<file path="config.mk">
export PLATFORM = sky130hd
export DESIGN_NAME = uio_bus_arbiter
export DESIGN_NICKNAME = d
export VERILOG_FILES = /design/src/rtl/uio_bus_arbiter.sv
export SDC_FILE = /design/constraint.sdc
export NUM_CORES = 1
export LEC_CHECK = 0
export ABC_AREA = 1
export CAP_MARGIN = 20
export CORE_MARGIN = 1.5
export CORE_UTILIZATION = 39
export CTS_CLUSTER_SIZE = 30
export DETAILED_ROUTE_END_ITERATION = 8
export PLACE_DENSITY = 0.81
export SETUP_SLACK_MARGIN = 0.5
export SLEW_MARGIN = 5
export SYNTH_ARGS = -nofsm -noshare
export SYNTH_HDL_FRONTEND = slang
export SYNTH_SLANG_ARGS = --single-unit
</file>
<file path="constraint.sdc">
create_clock -name clk -period 1.55 [get_ports clk]
set_clock_uncertainty 0.1 [all_clocks]
set_input_delay 0.31 -clock clk [delete_from_list [all_inputs] [get_ports clk]]
set_output_delay 0.31 -clock clk [all_outputs]
set_load 0.01 [all_outputs]
</file>
<file path="src/rtl/uio_bus_arbiter.sv">
// uio_bus_arbiter: round-robin owner of the shared uio pad bus with turnaround and tenure limit
module uio_bus_arbiter #(
  parameter int NREQ = 4,
  parameter int TURN_CYC = 1,
  parameter int MAX_HOLD = 16,
  parameter logic [7:0] OE_MASK = 8'hFF
) (
  input  logic              clk,
  input  logic              rst_n,
  input  logic              ena,
  input  logic [NREQ-1:0]   req,
  input  logic [NREQ-1:0]   dir,
  input  logic [8*NREQ-1:0] wdata,
  output logic [NREQ-1:0]   gnt,
  output logic [7:0]        rdata,
  output logic              rvalid,
  input  logic [7:0]        uio_in,
  output logic [7:0]        uio_out,
  output logic [7:0]        uio_oe
);
  localparam int IW = $clog2(NREQ);
  localparam int HW = $clog2(MAX_HOLD);
  typedef enum logic [1:0] {IDLE, TURN, OWN} state_t;
  state_t state, nxt;
  logic [IW-1:0] rr_ptr, own, win;
  logic [HW-1:0] hold_cnt;
  logic [2:0] turn_cnt;
  logic own_dir, turn_done, hold_max, stay, grant;
  assign turn_done = turn_cnt == 3'(TURN_CYC - 1);
  assign hold_max = hold_cnt == HW'(MAX_HOLD - 1);
  assign stay = state == OWN && nxt == OWN;
  assign grant = state == TURN && nxt == OWN;
  // round-robin winner: lowest requester above rr_ptr, else lowest overall
  always_comb begin
    win = '0;
    for (int i = NREQ - 1; i >= 0; i--)
      if (req[i]) win = IW'(i);
    for (int i = NREQ - 1; i >= 0; i--)
      if (req[i] && i > int'(rr_ptr)) win = IW'(i);
  end
  // next state: ena low always releases; owner leaves on drop or preemption at tenure limit
  always_comb
    nxt = !ena ? IDLE :
          state == IDLE ? (|req ? TURN : IDLE) :
          state == TURN ? (!turn_done ? TURN : |req ? OWN : IDLE) :
          (!req[own] || (hold_max && |(req & ~gnt))) ? TURN : OWN;
  // state register
  always_ff @(posedge clk or negedge rst_n)
    if (!rst_n) state <= IDLE;
    else state <= nxt;
  // registered outputs and tenure bookkeeping; pads only driven after the first owned cycle
  always_ff @(posedge clk or negedge rst_n)
    if (!rst_n) begin
      gnt <= '0;
      uio_oe <= '0;
      uio_out <= '0;
      rdata <= '0;
      rvalid <= 1'b0;
      rr_ptr <= IW'(NREQ - 1);
      own <= '0;
      own_dir <= 1'b0;
      hold_cnt <= '0;
      turn_cnt <= '0;
    end else begin
      gnt <= grant ? NREQ'(1) << win : stay ? gnt : '0;
      uio_oe <= stay && own_dir ? OE_MASK : 8'h00;
      if (stay && own_dir) uio_out <= wdata[8*own+:8];
      if (stay && !own_dir) rdata <= uio_in;
      rvalid <= stay && !own_dir;
      if (grant) begin
        rr_ptr <= win;
        own <= win;
        own_dir <= dir[win];
      end
      hold_cnt <= state != OWN ? '0 : hold_max ? hold_cnt : hold_cnt + 1'b1;
      turn_cnt <= state == TURN ? turn_cnt + 1'b1 : '0;
    end
endmodule

</file>
==> impl_metrics.csv, run 1 <==
group,metric,value,unit
sta,slew_headroom,0.738,
route,first_pass_iters,4,
layout,final_util,0.760,
layout,num-fill-cells,343,
synth,synthTopCellsByCount,"nand2_1, dfrtp_1, nor2_1, inv_1, o21ai_0",
synth,syn-cell-area,1990,um^2
die,core-area,4820,um^2
route,remaining_drc_errors,0,
global_route,grt_antenna_before_repair,0,
synth,syn_avg_cell_area,7.43,um^2
critical_path,arrival,1870,ps
die,rows,25,
critical_path,required,1700,ps
sta,max_freq,580,MHz
layout,area_delta_synth_final,83.8,%
sta,hold_violations,0,
run_status,status,"finished with violations",
critical_path,crit_fanout,5,
place,io_buffers,79,
synth,synthTopCellsByArea,"dfrtp_1, nand2_1, o21ai_0, nor2_1, inv_1",
job,cap_violations,0,
synth,synth-edff-count,0,
clock_network,root_buffer,"clkbuf_8",
die,pin_count,80,
clock_network,h-tree-depth,2,
hold_path,hp-class,"input pin to asynchronous set/reset pin",
synth,ys.warnings.count,0,
route,post_drt_wl_per_cell,14.5,um
critical_path,endpoint_kind,"flop",
route,drt-total-wl,6940,um
clock_network,cts_buffers,5,
layout,nets,465,
clock_network,cts_tree,"done",
sta,fin_ws,-173,ps
route,vias_per_cell,4.86,
global_route,grt_pass1_wl,9840,um
clock_network,clk-insertion-delay-late,300,ps
sta,worstMarginPinSlew,393,ps
clock_network,path_clk_slew,80,ps
global_route,grt_usage,0.237,
layout,drive_gt1_frac,0.398,
synth,synth_cell_types,26,
synth,synth-seq-cells,36,
clock_network,cts_sinks,36,
power,leakagePower,1.88,nW
layout,diodes,0,
clock_network,clock_path_buffers,2,
sta,setup_viol,30,
die,initial_core_util,0.413,
die,die_h,74.4,um
sta,fin_crit_sh,1.11,
synth,synth_fp_nets,322,
synth,yosys.area.top_type,"dfrtp_1",
route,ant_nets,0,
place,placed_cells,436,
power,powerDensity,1410,nW/um^2
global_route,grt_max_degree,22,
synth,synthCells,268,
route,vias,2329,
route,drt-initial-drc-count,159,
die,die_area,5540,um^2
global_route,overflow,0,
sta,min_period,1720,ps
critical_path,startpoint_type,"flop",
power,peakVddDrop,838,uV
synth,yosysMostFrequentCell,"nand2_1",
die,die_w,74.4,um
sta,rsz0062_at_grt,"true",
sta,fin_tns_setup,-3310,ps
place,place_hpwl,4060,um
critical_path,critical_path_class,"flop to flop",
sta,slew_viol_final,0,
synth,synth_ff_type,"dfrtp_1",
layout,stdcell_count,479,
place,gp_congestion,0.834,
run_status,violations,"negative setup slack",
synth,synth_top_area_frac,0.427,
synth,seq_area_frac_synth,0.454,
global_route,grt_pass1_vias,2221,
synth,async_flop_share,1.00,
==> through the flow <==
| step | setup WS, ps | hold WS (ps) | power [mW] | cell area (um^2) |
|---|---|---|---|---|
| 2_1_floorplan | 7.49 | -85.6 | 2.54 | 2000 |
| 3_3_place_gp | -484 | 147 | 3.44 | 3050 |
| 3_5_place_dp | -527 | 150 | 3.52 | 3050 |
| 4_1_cts | -86.8 | 366 | 4.54 | 3410 |
| 5_1_grt | -252 | 386 | 5.47 | 3660 |
| 6_report | -173 | 348 | 5.15 | 3660 |
==> state kept, by name, summed over array words and instances, names as in the netlist <==
| signal | count |
|---|---|
| hold_cnt | 4 |
| own_dir | 1 |
| uio_out | 8 |
| state | 2 |
| rvalid | 1 |
| rr_ptr | 2 |
| own | 2 |
| rdata | 8 |
| turn_cnt | 3 |
| gnt | 4 |
| uio_oe | 1 |
==> worst max-delay path: stages, from the launching register on <==
cell and delay, ps:
dfrtp_1 440, nand2_1 130, nand3_2 90, nand2_2 140
inv_2 50, nor2_2 140, nand4_4 130, buf_12 180
nor2_8 140, nand2_1 70, nand2_1 60
==> power by group <==
group          internal (mW)  switching [mW]
logic                   1.34            1.47
registers               1.25           0.245
clock network          0.476           0.378
==> metal layers <==
layer	up-vias	GRT usage	wire (um)
met5	-	0	0
met4	0	0.0970	192
met2	90	0.438	3630
met1	1092	0.259	2740
met3	19	0.0569	371
li1	1128	-	-
==> final cells by class <==
type,instances,area (um^2),area share
repair buffers,144,1350,0.369
multi-input cells,194,1090,0.297
flip-flops and latches,36,905,0.247
inverters,30,123,0.0335
well taps,67,83.8,0.0229
clock buffers,5,68.8,0.0188
clock inverters,3,42.5,0.0116
==> worst paths after layout <==
| kind | to | depth (start not counted) | slack (ps) | startpoint |
|---|---|---|---|---|
| setup / recovery | uio_out[1]$_DFFE_PN0P_ | 10 | -170 | own[0]$_DFFE_PN0P_ |
| hold / removal | uio_out[7]$_DFFE_PN0P_ | 2 | 350 | rst_n |
| setup reg to reg | uio_out[1]$_DFFE_PN0P_ | 10 | -170 | own[0]$_DFFE_PN0P_ |
| hold reg to reg | turn_cnt[0]$_DFF_PN0_ | 1 | 370 | turn_cnt[0]$_DFF_PN0_ |
| max in group asynchronous | hold_cnt[0]$_DFFE_PN0P_ | 3 | 610 | rst_n |
| min in group clk | turn_cnt[0]$_DFF_PN0_ | 1 | 370 | turn_cnt[0]$_DFF_PN0_ |
==> repair_timing <==
item / CTS / global route
buffers inserted: 19 / 12
setup endpoints to repair: 65 / 86
resized for setup: 166 / 51
hold buffers: 1 / 0
pin swaps: 28 / 20
hold endpoints to repair: 13 / 0
cloned: 3 / 0
==> cell usage in the layout (no fill, tap or decap), types with 4 or more instances in the layout <==
master / count
nand2_1: 72
clkdlybuf4s50_1: 45
buf_6: 39
buf_4: 37
dfrtp_1: 33
nor2_1: 26
nand2_2: 26
inv_1: 20
o21ai_0: 17
buf_2: 14
o22ai_1: 8
inv_2: 7
nand3_1: 6
clkbuf_8: 5
nor2_4: 4
o21ai_1: 4
dlygate4sd2_1: 4
==> cells by family after synthesis <==
family / count (synthesis) / share of synthesized area
DFF: 36 / 0.454
buffers and inverters: 41 / 0.0949
and+or+nand+nor: 150 / 0.327
AOI/OAI and AO/OA: 37 / 0.101
xor gates and xnor gates: 1 / 0.00440
adders and majority gates: 3 / 0.0189
No activity file was read; power rests on OpenSTA's default activity.
==> run 2, diff against run 1 <==
--- a/config.mk
+++ b/config.mk
@@ -11,7 +11,8 @@
 export CORE_UTILIZATION = 39
 export CTS_CLUSTER_SIZE = 30
 export DETAILED_ROUTE_END_ITERATION = 8
-export PLACE_DENSITY = 0.81
+export GPL_TIMING_DRIVEN = 0
+export PLACE_DENSITY = 0.76
 export SETUP_SLACK_MARGIN = 0.5
 export SLEW_MARGIN = 5
 export SYNTH_ARGS = -nofsm -noshare
==> impl_metrics.csv, run 2 (same netlist as run 1, synthesis figures left out) <==
group,metric,value,unit
hold_path,hp-class,"input pin to asynchronous set/reset pin",
die,pin_count,80,
clock_network,postCtsHoldBufs,0,
sta,worstMarginPinSlew,810,ps
place,io_buffers,79,
sta,holdWs,2.73,ps
die,initial_core_util,0.413,
route,vias,2266,
die,die_w,74.4,um
job,cap_violations,0,
layout,final_cell_mix,"nand2_1, clkdlybuf4s50_1, buf_6, dfrtp_1, nor2_1",
sta,min_period,1710,ps
clock_network,clock_path_buffers,2,
clock_network,cts_buffers,5,
route,post_drt_wl_per_cell,13.8,um
global_route,grt_antenna_before_repair,0,
layout,layout_commonest_cell,"nand2_1",
critical_path,endpoint_kind,"flop",
global_route,grt_max_degree,37,
power,powerDensity,1380,nW/um^2
place,gp_congestion,0.811,
route,ant_nets,0,
clock_network,cts_sinks,36,
clock_network,cts_tree,"done",
global_route,grt_pass1_vias,2119,
sta,fin_tns_setup,-3310,ps
layout,drive_gt1_frac,0.369,
run_status,status,"finished with violations",
critical_path,required,1680,ps
die,core-area,4820,um^2
layout,top_regs,"rdata x8, uio_out x8",
route,drt-initial-drc-count,103,
critical_path,crit_fanout,4,
route,remaining_drc_errors,0,
clock_network,h-tree-depth,2,
sta,slew_headroom,0.460,
clock_network,root_buffer,"clkbuf_8",
power,power.total,4.90,mW
sta,hold_violations,0,
place,place_hpwl,3750,um
critical_path,startpoint_type,"flop",
layout,nets,451,
layout,area_delta_synth_final,78.5,%
layout,diodes,0,
global_route,overflow,0,
place,dp_slack,-742,ps
global_route,grt_pass1_wl,9370,um
sta,fin_crit_sh,1.10,
critical_path,critical_path_class,"flop to flop",
clock_network,clk-insertion-delay-late,300,ps
route,first_pass_iters,4,
die,rows,25,
route,vias_per_cell,4.87,
power,leakagePower,1.81,nW
layout,num-fill-cells,361,
layout,stdcell_count,465,
sta,rsz0062_at_grt,"true",
critical_path,arrival,1840,ps
route,drt-total-wl,6430,um
die,die_h,74.4,um
die,die_area,5540,um^2
sta,fin_ws,-155,ps
sta,setup_viol,30,
sta,max_freq,586,MHz
sta,slew_viol_final,0,
clock_network,path_clk_slew,80,ps
global_route,grt_usage,0.222,
place,placed_cells,414,
run_status,violations,"negative setup slack",
power,peakVddDrop,768,uV
## run 2: changes by cell type in the layout (fill, tap and decap cells not counted), moves of 2 or more
cell | previous run | this run
buf_4 | 37 | 22
nand2_1 | 72 | 78
clkbuf_1 | 0 | 2
nor2_4 | 4 | 6
nand2_2 | 26 | 21
clkbuf_8 | 5 | 7
## run 2: worst max-delay path, cell delays in order (launching register included)
cell	delay, ps
dfrtp_1	400
ha_2	210
nand2_2	80
nor2_4	60
inv_2	80
nor2_4	40
nor2_4	110
nand4_4	120
buf_12	180
nor2_4	140
nand2_1	60
nand2_1	60
## run 2: per-stage QoR
stage,cell area [um^2],utilization
after floorplan,2000,-
after global routing,3550,0.738
after detailed placement,2870,0.595
final,3550,0.738
after global placement,2870,0.596
after CTS,3220,0.669
## run 2: metal layers
| metal | vias to the layer above | part of all wire | global-route usage |
|---|---|---|---|
| li1 | 1107 | - | - |
| met1 | 1049 | 0.43 | 0.286 |
| met2 | 92 | 0.49 | 0.371 |
| met3 | 18 | 0.060 | 0.0434 |
| met4 | 0 | 0.021 | 0.0848 |
| met5 | - | 0 | 0 |
## run 2: layout make-up
cell class / count / area [um^2] / area share
Multi-Input combinational cell: 194 / 1100 / 0.308
Sequential cell: 36 / 906 / 0.255
Tap cell: 67 / 83.8 / 0.0236
Buffer: 11 / 105 / 0.0296
Timing Repair Buffer: 119 / 1120 / 0.315
Inverter: 30 / 118 / 0.0331
Clock inverter: 1 / 30.0 / 0.00845
Clock buffer: 7 / 96.3 / 0.0271
## run 2: power by group
group	switching (mW)	leakage [nW]	internal (mW)	total, mW
sequential	0.233	0.471	1.25	1.48
combinational	1.34	1.28	1.16	2.50
clock	0.354	0.0645	0.568	0.922
total	1.93	1.81	2.97	4.90
## run 2: worst paths after layout
check                                          to  cells past startpoint  slack (ps)                    start
setup / recovery             rdata[3]$_DFFE_PN0P_                     11        -160  hold_cnt[0]$_DFFE_PN0P_
hold / removal                uio_oe[6]$_DFF_PN0_                      1           3                    rst_n
setup reg to reg             rdata[3]$_DFFE_PN0P_                     11        -160  hold_cnt[0]$_DFFE_PN0P_
hold reg to reg            uio_out[0]$_DFFE_PN0P_                      2         370   uio_out[0]$_DFFE_PN0P_
max in group asynchronous      state[1]$_DFF_PN0_                      1         790                    rst_n
min in group clk           uio_out[0]$_DFFE_PN0P_                      2         370   uio_out[0]$_DFFE_PN0P_
## run 2: repair_timing
item / in CTS / in global routing
pin swaps: 33 / 28
buffers inserted: 22 / 18
setup endpoints to repair: 65 / 65
resized for setup: 164 / 53
gates cloned: 2 / 1
